<file path="config.mk">
export PLATFORM = sky130hd
export DESIGN_NAME = game_flow_ctrl_flat
export DESIGN_NICKNAME = d
export VERILOG_FILES = /design/src/rtl/game_flow_ctrl_if.sv /design/src/rtl/game_flow_ctrl.sv /design/src/flat_wrapper.sv
export SDC_FILE = /design/constraint.sdc
export NUM_CORES = 1
export LEC_CHECK = 0
export ABC_AREA = 1
export CORE_MARGIN = 1.5
export CORE_UTILIZATION = 45
export CTS_CLUSTER_DIAMETER = 80
export DETAILED_ROUTE_END_ITERATION = 16
export HOLD_SLACK_MARGIN = 0.06
export SYNTH_ARGS = -nofsm -noshare
export SYNTH_HDL_FRONTEND = slang
export SYNTH_SLANG_ARGS = --single-unit
export TNS_END_PERCENT = 30
</file>
<file path="constraint.sdc">
create_clock -name clk -period 2.5 [get_ports clk]
set_input_delay 0.5 -clock clk [delete_from_list [all_inputs] [get_ports clk]]
set_output_delay 0.5 -clock clk [all_outputs]
set_load 0.01 [all_outputs]
</file>
<file path="src/rtl/game_flow_ctrl_if.sv">
// Control/status bundle between the game-flow sequencer and its input decoders and display path.
interface game_flow_ctrl_if;
    logic        ctrl_start;
    logic        collision;
    logic        role_reset;
    logic        play_en;
    logic        overdrive;
    logic        gameover;
    logic [1:0]  lives;
    logic [15:0] score_bcd;
    logic [1:0]  state;

    modport master (
        output ctrl_start, collision,
        input  role_reset, play_en, overdrive, gameover, lives, score_bcd, state
    );

    modport slave (
        input  ctrl_start, collision,
        output role_reset, play_en, overdrive, gameover, lives, score_bcd, state
    );
endinterface

</file>
<file path="src/rtl/game_flow_ctrl.sv">
// Game-flow sequencer: title/play/hit/over states, lives, BCD survival score and the
// post-hit overdrive window. All outputs are registered from next-state.
module game_flow_ctrl #(
    parameter int unsigned LIVES_INIT  = 3,
    parameter int unsigned HIT_TICKS   = 200000000,
    parameter int unsigned SCORE_TICKS = 100000000,
    parameter int unsigned OVER_HOLD   = 100000000
) (
    input  logic              clk,
    input  logic              reset,
    game_flow_ctrl_if.slave   bus
);

    localparam logic [1:0] ST_TITLE = 2'b00;
    localparam logic [1:0] ST_PLAY  = 2'b01;
    localparam logic [1:0] ST_HIT   = 2'b10;
    localparam logic [1:0] ST_OVER  = 2'b11;

    localparam int unsigned HW = $clog2(HIT_TICKS + 1);
    localparam int unsigned SW = $clog2(SCORE_TICKS + 1);
    localparam int unsigned OW = $clog2(OVER_HOLD + 1);

    localparam logic [HW-1:0] HIT_RELOAD   = HW'(HIT_TICKS - 1);
    localparam logic [SW-1:0] SCORE_RELOAD = SW'(SCORE_TICKS - 1);
    localparam logic [OW-1:0] HOLD_RELOAD  = OW'(OVER_HOLD - 1);

    logic [1:0]    state_q, state_d;
    logic [1:0]    lives_q, lives_d;
    logic [15:0]   score_q, score_d;
    logic [HW-1:0] hit_tmr_q, hit_tmr_d;
    logic [SW-1:0] score_tmr_q, score_tmr_d;
    logic [OW-1:0] hold_tmr_q, hold_tmr_d;
    logic          start_q;
    logic          role_reset_q, role_reset_d;
    logic          play_en_q, overdrive_q, gameover_q;
    logic          start_rise;

    // Saturating 4-digit BCD increment.
    function automatic logic [15:0] bcd_inc(input logic [15:0] v);
        logic [15:0] r;
        logic        carry;
        r     = v;
        carry = 1'b1;
        if (v == 16'h9999) return v;
        for (int i = 0; i < 4; i++) begin
            if (carry) begin
                if (r[4*i +: 4] == 4'd9) begin
                    r[4*i +: 4] = 4'd0;
                end else begin
                    r[4*i +: 4] = r[4*i +: 4] + 4'd1;
                    carry       = 1'b0;
                end
            end
        end
        return r;
    endfunction

    assign start_rise = bus.ctrl_start & ~start_q;

    always_comb begin
        state_d      = state_q;
        lives_d      = lives_q;
        score_d      = score_q;
        hit_tmr_d    = hit_tmr_q;
        score_tmr_d  = score_tmr_q;
        hold_tmr_d   = hold_tmr_q;
        role_reset_d = 1'b0;

        // Score runs in both PLAY and HIT, independently of collision handling.
        if (state_q == ST_PLAY || state_q == ST_HIT) begin
            if (score_tmr_q == '0) begin
                score_tmr_d = SCORE_RELOAD;
                score_d     = bcd_inc(score_q);
            end else begin
                score_tmr_d = score_tmr_q - SW'(1);
            end
        end

        case (state_q)
            ST_TITLE: begin
                if (start_rise) begin
                    state_d      = ST_PLAY;
                    lives_d      = 2'(LIVES_INIT);
                    score_d      = '0;
                    score_tmr_d  = SCORE_RELOAD;
                    role_reset_d = 1'b1;
                end
            end
            ST_PLAY: begin
                if (bus.collision) begin
                    if (lives_q <= 2'd1) begin
                        state_d    = ST_OVER;
                        lives_d    = 2'd0;
                        hold_tmr_d = HOLD_RELOAD;
                    end else begin
                        state_d   = ST_HIT;
                        lives_d   = lives_q - 2'd1;
                        hit_tmr_d = HIT_RELOAD;
                    end
                end
            end
            ST_HIT: begin
                if (hit_tmr_q == '0) begin
                    state_d = ST_PLAY;
                end else begin
                    hit_tmr_d = hit_tmr_q - HW'(1);
                end
            end
            default: begin
                if (hold_tmr_q != '0) begin
                    hold_tmr_d = hold_tmr_q - OW'(1);
                end else if (start_rise) begin
                    state_d = ST_TITLE;
                end
            end
        endcase
    end

    always_ff @(posedge clk) begin
        if (reset) begin
            state_q      <= ST_TITLE;
            lives_q      <= '0;
            score_q      <= '0;
            hit_tmr_q    <= '0;
            score_tmr_q  <= '0;
            hold_tmr_q   <= '0;
            start_q      <= 1'b0;
            role_reset_q <= 1'b0;
            play_en_q    <= 1'b0;
            overdrive_q  <= 1'b0;
            gameover_q   <= 1'b0;
        end else begin
            state_q      <= state_d;
            lives_q      <= lives_d;
            score_q      <= score_d;
            hit_tmr_q    <= hit_tmr_d;
            score_tmr_q  <= score_tmr_d;
            hold_tmr_q   <= hold_tmr_d;
            start_q      <= bus.ctrl_start;
            role_reset_q <= role_reset_d;
            play_en_q    <= (state_d == ST_PLAY) || (state_d == ST_HIT);
            overdrive_q  <= (state_d == ST_HIT) || (state_d == ST_OVER);
            gameover_q   <= (state_d == ST_OVER);
        end
    end

    assign bus.role_reset = role_reset_q;
    assign bus.play_en    = play_en_q;
    assign bus.overdrive  = overdrive_q;
    assign bus.gameover   = gameover_q;
    assign bus.lives      = lives_q;
    assign bus.score_bcd  = score_q;
    assign bus.state      = state_q;

endmodule

</file>
<file path="src/flat_wrapper.sv">
// flat-port wrapper written by rule: the top's interface ports become plain ports
module game_flow_ctrl_flat 
#(
    parameter int unsigned LIVES_INIT  = 3,
    parameter int unsigned HIT_TICKS   = 200000000,
    parameter int unsigned SCORE_TICKS = 100000000,
    parameter int unsigned OVER_HOLD   = 100000000
)
  (clk, reset, bus_ctrl_start, bus_collision, bus_role_reset, bus_play_en, bus_overdrive, bus_gameover, bus_lives, bus_score_bcd, bus_state);
  game_flow_ctrl_if bus_i ();
  input  logic clk;
  input  logic reset;
  input wire logic [$bits(bus_i.ctrl_start)-1:0] bus_ctrl_start;
  input wire logic [$bits(bus_i.collision)-1:0] bus_collision;
  output wire logic [$bits(bus_i.role_reset)-1:0] bus_role_reset;
  output wire logic [$bits(bus_i.play_en)-1:0] bus_play_en;
  output wire logic [$bits(bus_i.overdrive)-1:0] bus_overdrive;
  output wire logic [$bits(bus_i.gameover)-1:0] bus_gameover;
  output wire logic [$bits(bus_i.lives)-1:0] bus_lives;
  output wire logic [$bits(bus_i.score_bcd)-1:0] bus_score_bcd;
  output wire logic [$bits(bus_i.state)-1:0] bus_state;
  assign bus_i.ctrl_start = bus_ctrl_start;
  assign bus_i.collision = bus_collision;
  assign bus_role_reset = bus_i.role_reset;
  assign bus_play_en = bus_i.play_en;
  assign bus_overdrive = bus_i.overdrive;
  assign bus_gameover = bus_i.gameover;
  assign bus_lives = bus_i.lives;
  assign bus_score_bcd = bus_i.score_bcd;
  assign bus_state = bus_i.state;
  game_flow_ctrl #(.LIVES_INIT(LIVES_INIT), .HIT_TICKS(HIT_TICKS), .SCORE_TICKS(SCORE_TICKS), .OVER_HOLD(OVER_HOLD)) u_core (.clk(clk), .reset(reset), .bus(bus_i));
endmodule
</file>
[Word-level counts from Yosys, hierarchy flattened]
Index checks and enable logic that the tools add are counted.
Cells by class
  add/subtract/negate cells: 8
  equality and inequality tests: 15
  $lt $le $gt $ge: 1
  reductions and logical operators: 15
  muxes and demuxes: 54
  bitwise operators: 4
Operators with widths (count)
  27-bit two-way mux: 7
  16-bit two-way mux: 6
  28-bit two-way mux: 3
  28-bit case mux with 2 select lines: 1
  27-bit case mux with 2 select lines: 1
  27-bit by 1-bit subtractor with 27-bit output, second input constant: 2
  28-bit zero test: 1
  4-bit two-way mux: 7
  28-bit by 1-bit subtractor with 28-bit output, second input constant: 1
  27-bit zero test: 1
  27-bit nonzero test: 1
  1-bit two-way mux: 19
  4-bit by 1-bit adder with 4-bit output, second input constant: 4
  16-bit == test, second input constant: 1
  4-bit == test, second input constant: 4
  2-bit two-way mux: 8
  2-bit inequality test, second input constant: 4
  4-bit AND reduction: 2
  2-bit == test, second input constant: 3
  2-bit case mux with 3 select lines: 1
  2-bit nonzero test: 3
  2-bit by 1-bit == test with 1-bit output, second input constant: 2
  2-bit case mux with 2 select lines: 1
  2-bit OR reduction: 2
  8 further kinds: 12
Word-level totals
  flip-flop bits (word level): 107
  output and inout bits: 24
  input port bits: 4

[Depth between registers and ports, before layout]
  depth in word-level cells: 21
  gate-level depth with buffers: 13
  gate-level depth less buffers: 13

[Worst setup path before layout]
No wires, ideal clock.
  path kind: register -> register
  start point: reg u_core.state_q[0], in the netlist u_core.bus.state[0]
  end point: reg u_core.score_tmr_q[22]
  library setup time: 115 ps
  path buffers: 0
  stages on the path, launching flop included: 12
  arrival: 1812 ps
  slack: 573 ps
  data required time: 2385 ps
  cells stage by stage: dfxtp_1 -> inv_1 -> ha_1 -> nand2_1 -> nor2_1 -> nand2_1 -> nor2_2 -> nand2_1 -> o21ai_0 -> nand2_1 -> o21ai_0 -> inv_1
Between the ends
  word-level cells in the longest chain between the ends: 5
RTL lines
  start: declaration: line game_flow_ctrl.sv:27  | logic [1:0] state_q, state_d;
  start signal: assignment: line game_flow_ctrl.sv:133  | state_q <= state_d;
  2-bit by 1-bit == test with 1-bit output or 2-bit == test (tied branches): line game_flow_ctrl.sv:70  | if (state_q == ST_PLAY || state_q == ST_HIT) begin
  1-bit logical OR: line game_flow_ctrl.sv:70
  27-bit two-way mux: line game_flow_ctrl.sv:70
  27-bit two-way mux: line game_flow_ctrl.sv:81  | if (start_rise) begin
  27-bit two-way mux (*): line game_flow_ctrl.sv:79  | case (state_q)
  end signal: assignment: line game_flow_ctrl.sv:137  | score_tmr_q <= score_tmr_d;
  end: declaration: line game_flow_ctrl.sv:31  | logic [SW-1:0] score_tmr_q, score_tmr_d;
Every way passes the cells marked *; elsewhere a longest branch is shown, timed or not.
A chain may end at the register's enable or synchronous reset.

[Worst setup path after layout]
  start point: reg u_core.state_q[1], in the netlist u_core.bus.state[1]
  end point: reg u_core.score_tmr_q[25]
The elaborated chain is that of the path after synthesis.

==> summary.json <==
{
  "critical_path": {
    "arrival_ns": 2.42,
    "critPathLaunchType": "flip-flop",
    "cp_data_required_time_ns": 2.74,
    "regToRegStartpoint": "u_core.bus.state[1]$_SDFF_PP0_",
    "startpoint": "u_core.bus.state[1]$_SDFF_PP0_",
    "cp-end-kind": "flip-flop",
    "criticalPathCategory": "flip-flop to flip-flop",
    "path_max_fanout": 6
  },
  "synthesis": {
    "muxShareOfSynthArea_pct": 0,
    "yosys.area_share.simple_pct": 43.68,
    "synth_top_cells_by_area": "dfxtp_1, nand2_1, nor2_1, nand3_1, inv_1",
    "synth_fa_ha_area_share_pct": 2.458,
    "ys_seq_area_share_pct": 32.37,
    "compound_cell_area_share_of_the_yosys_netlist_pct": 9.964,
    "netlist_area_um2": 6618,
    "combinational_family_with_the_most_area_after_synthesis": "simple AND/OR/NAND/NOR gates",
    "synth_warnings": 0,
    "synth_nets": 1088,
    "yosys.area_share.xor_xnor_pct": 3.176,
    "synth-seq-cells": 107,
    "synth_top_cell_by_area": "dfxtp_1",
    "synth-edff-count": 0,
    "synth.cells.most_frequent": "nand2_1, nor2_1, nand3_1",
    "post_synth_num_cell_types": 36,
    "ys.flop_type": "dfxtp_1",
    "synthMostInstantiatedCell": "nand2_1",
    "synth_top_cell_area_share_pct": 32.37,
    "synth-async-reset-ratio_pct": 0,
    "synthesis.area_per_instance_um2": 6.179,
    "netlist_instances": 1071
  },
  "timing": {
    "timing_hold_violations_final": 0,
    "final_min_period_over_clock_period_pct": 87.16,
    "worst_pin_slew_ns": 0.7789,
    "final.setup.worst_slack_ns": 0.3211,
    "min_period_ns": 2.179,
    "maxSlewHeadroom_pct": 48.07,
    "setup-tns-final_ns": 0,
    "grt_setup_unrepaired": "false",
    "maxSlewViolCount": 0,
    "finalHoldWorstSlack_ns": 0.4841,
    "skew_ns": 0.007028,
    "timing.fmax_mhz": 458.9,
    "finalSetupViolations": 0
  },
  "die": {
    "chipHeight_um": 124.3,
    "num_rows": 44,
    "io_pins": 28,
    "initial_core_util_pct": 45.88,
    "dieArea_um2": 15440,
    "die-width_um": 124.3,
    "fp.coreArea_um2": 14420
  },
  "route": {
    "antenna_violating_nets_post_route": 0,
    "top_layer_used": "met4",
    "wl_met2_mm": 7.767,
    "wirelength_mm": 17.20,
    "detail_route.iter0.violations": 505,
    "first_pass_iters": 5,
    "met3RoutedLength_um": 755,
    "drc_errors": 0,
    "wl_met1_mm": 8.474,
    "route.detailed.wl_per_inst_um": 13.34,
    "detail_route.vias_per_cell": 5.054,
    "total_via_count_in_the_routed_design": 6514
  },
  "power_and_ir_drop": {
    "p_leak_nw": 3.244,
    "worst_ir_drop_vdd_mv": 0.6122,
    "p_per_area_nw_per_um2": 1317
  },
  "clock_network": {
    "hold_buffers": 0,
    "worstSkewPairLatency_ns": 0.36,
    "cts_buffers": 9,
    "cts_num_sinks": 107,
    "ctsLongestPathBuffers": 2,
    "cts_post_setup_buffers_inserted": 0,
    "clock-root-buffer": "clkbuf_16",
    "cts-htree-levels": 3,
    "cts_resized": 0,
    "clkSlewWorstSetupHoldPaths_ns": 0.07,
    "tritoncts": "yes"
  },
  "finish": {
    "final_nets": 1117,
    "register_area_um2": 2142,
    "share_of_cells_above_drive_strength_1_pct": 7.149,
    "inserted_diodes": 0,
    "multiInputGateArea_um2": 3925,
    "area_growth_pct": 12.33,
    "finish.instance_area_um2": 7433,
    "fillCellCount": 1577
  },
  "grt": {
    "grt_overflow_total": 0,
    "grt_max_degree": 68,
    "total_routing_usage_gr_pct": 22.42,
    "antenna_found_initial": 0,
    "vias_in_the_first_global_route": 5993,
    "wire_length_of_the_first_global_routing_pass_mm": 28.81
  },
  "min_path": {
    "worst_hold_startpoint": "u_core.score_tmr_q[14]$_SDFF_PP0_",
    "worst_hold_path_type": "flip-flop to flip-flop"
  },
  "placed_design": {
    "hpwl_mm": 12.54,
    "dp_worst_setup_slack_ns": 0.1212,
    "dpl-instance-area_um2": 7128,
    "buffer_ports.inserted": 27,
    "place.gp.congestion": 0.8268
  },
  "job": {
    "cap_viol_max_count": 0
  },
  "outcome": {
    "status": "complete, no violations"
  }
}
logic make-up (layout without fill, tap and decap cells):
kind of cell,count (synthesis),after routing
AOI/OAI and AO/OA,126,126
xor gates and xnor gates,24,24
adders and majority gates,13,13
buffers and inverters,137,171
DFF,107,107
and+or+nand+nor,664,664
layer usage:
metal / up-vias / global-route usage [%]
met1: 2901 / 30.49
met5: - / 0
li1: 3493 / -
met4: 0 / 5.071
met2: 105 / 36.59
met3: 15 / 4.682
report_power, final:
| group | switching [mW] | leakage (nW) | internal, mW |
|---|---|---|---|
| Clock | 0.674 | 0.145 | 0.805 |
| Sequential | 0.453 | 0.874 | 2.12 |
| Combinational | 3.65 | 2.22 | 2.09 |
| Total | 4.78 | 3.24 | 5.01 |
cells in the final DEF (no fill, tap or decap), types with 4 or more instances in the layout:
cell,count
a21oi_1,73
a31oi_1,5
buf_4,19
clkbuf_16,9
clkdlybuf4s50_1,26
dfxtp_1,107
ha_1,12
inv_1,104
inv_2,4
nand2_1,273
nand3_1,114
nand3b_1,7
nand4_1,24
nor2_1,194
nor2_2,8
nor2_4,5
nor3_1,12
o21ai_0,41
or2_2,16
xor2_1,21
metrics by stage:
stage	total power, mW	instances	utilization [%]
4_1_cts	9.860	1289	51.52
5_1_grt	10.85	1289	51.54
3_5_place_dp	8.332	1273	49.42
6_report	9.787	1289	51.54
2_1_floorplan	7.046	1071	-
3_3_place_gp	8.305	1273	49.42
worst paths after layout:
| check | endpoint | slack [ns] | cells past startpoint |
|---|---|---|---|
| worst max-delay path | u_core.score_tmr_q[25]$_SDFF_PP0_ | 0.32 | 9 |
| worst min-delay path | u_core.score_tmr_q[14]$_SDFF_PP0_ | 0.48 | 2 |
| worst max register to register | u_core.score_tmr_q[25]$_SDFF_PP0_ | 0.32 | 9 |
| worst min register to register | u_core.score_tmr_q[14]$_SDFF_PP0_ | 0.48 | 2 |
registers in the layout, summed over array words and instances (netlist names):
name	cells
u_core.hit_tmr_q	28
u_core.score_tmr_q	27
u_core.hold_tmr_q	27
u_core.bus.play_en	1
u_core.start_q	1
u_core.bus.lives	2
u_core.bus.state	2
u_core.bus.score_bcd	16
u_core.bus.overdrive	1
u_core.bus.role_reset	1
u_core.bus.gameover	1
area by class of cell:
class                           count  share of cell area, %
Inverter                          108                  5.454
Multi-Input combinational cell    827                  52.80
Tap cell                          184                  3.097
Clock inverter                      6                 0.8584
Clock buffer                       10                  3.215
Sequential cell                   107                  28.82
Timing Repair Buffer               47                  5.757
critical path, stage by stage, from the launching register on:
cell and delay (ns):
dfxtp_1 0.45, inv_1 0.12, ha_2 0.42, nand4_2 0.16, nor2_1 0.20, nand2_1 0.14, nor2_2 0.18, nand2_1 0.12
o21ai_0 0.19, a21oi_1 0.08
No activity file was read; power rests on OpenSTA's default activity.
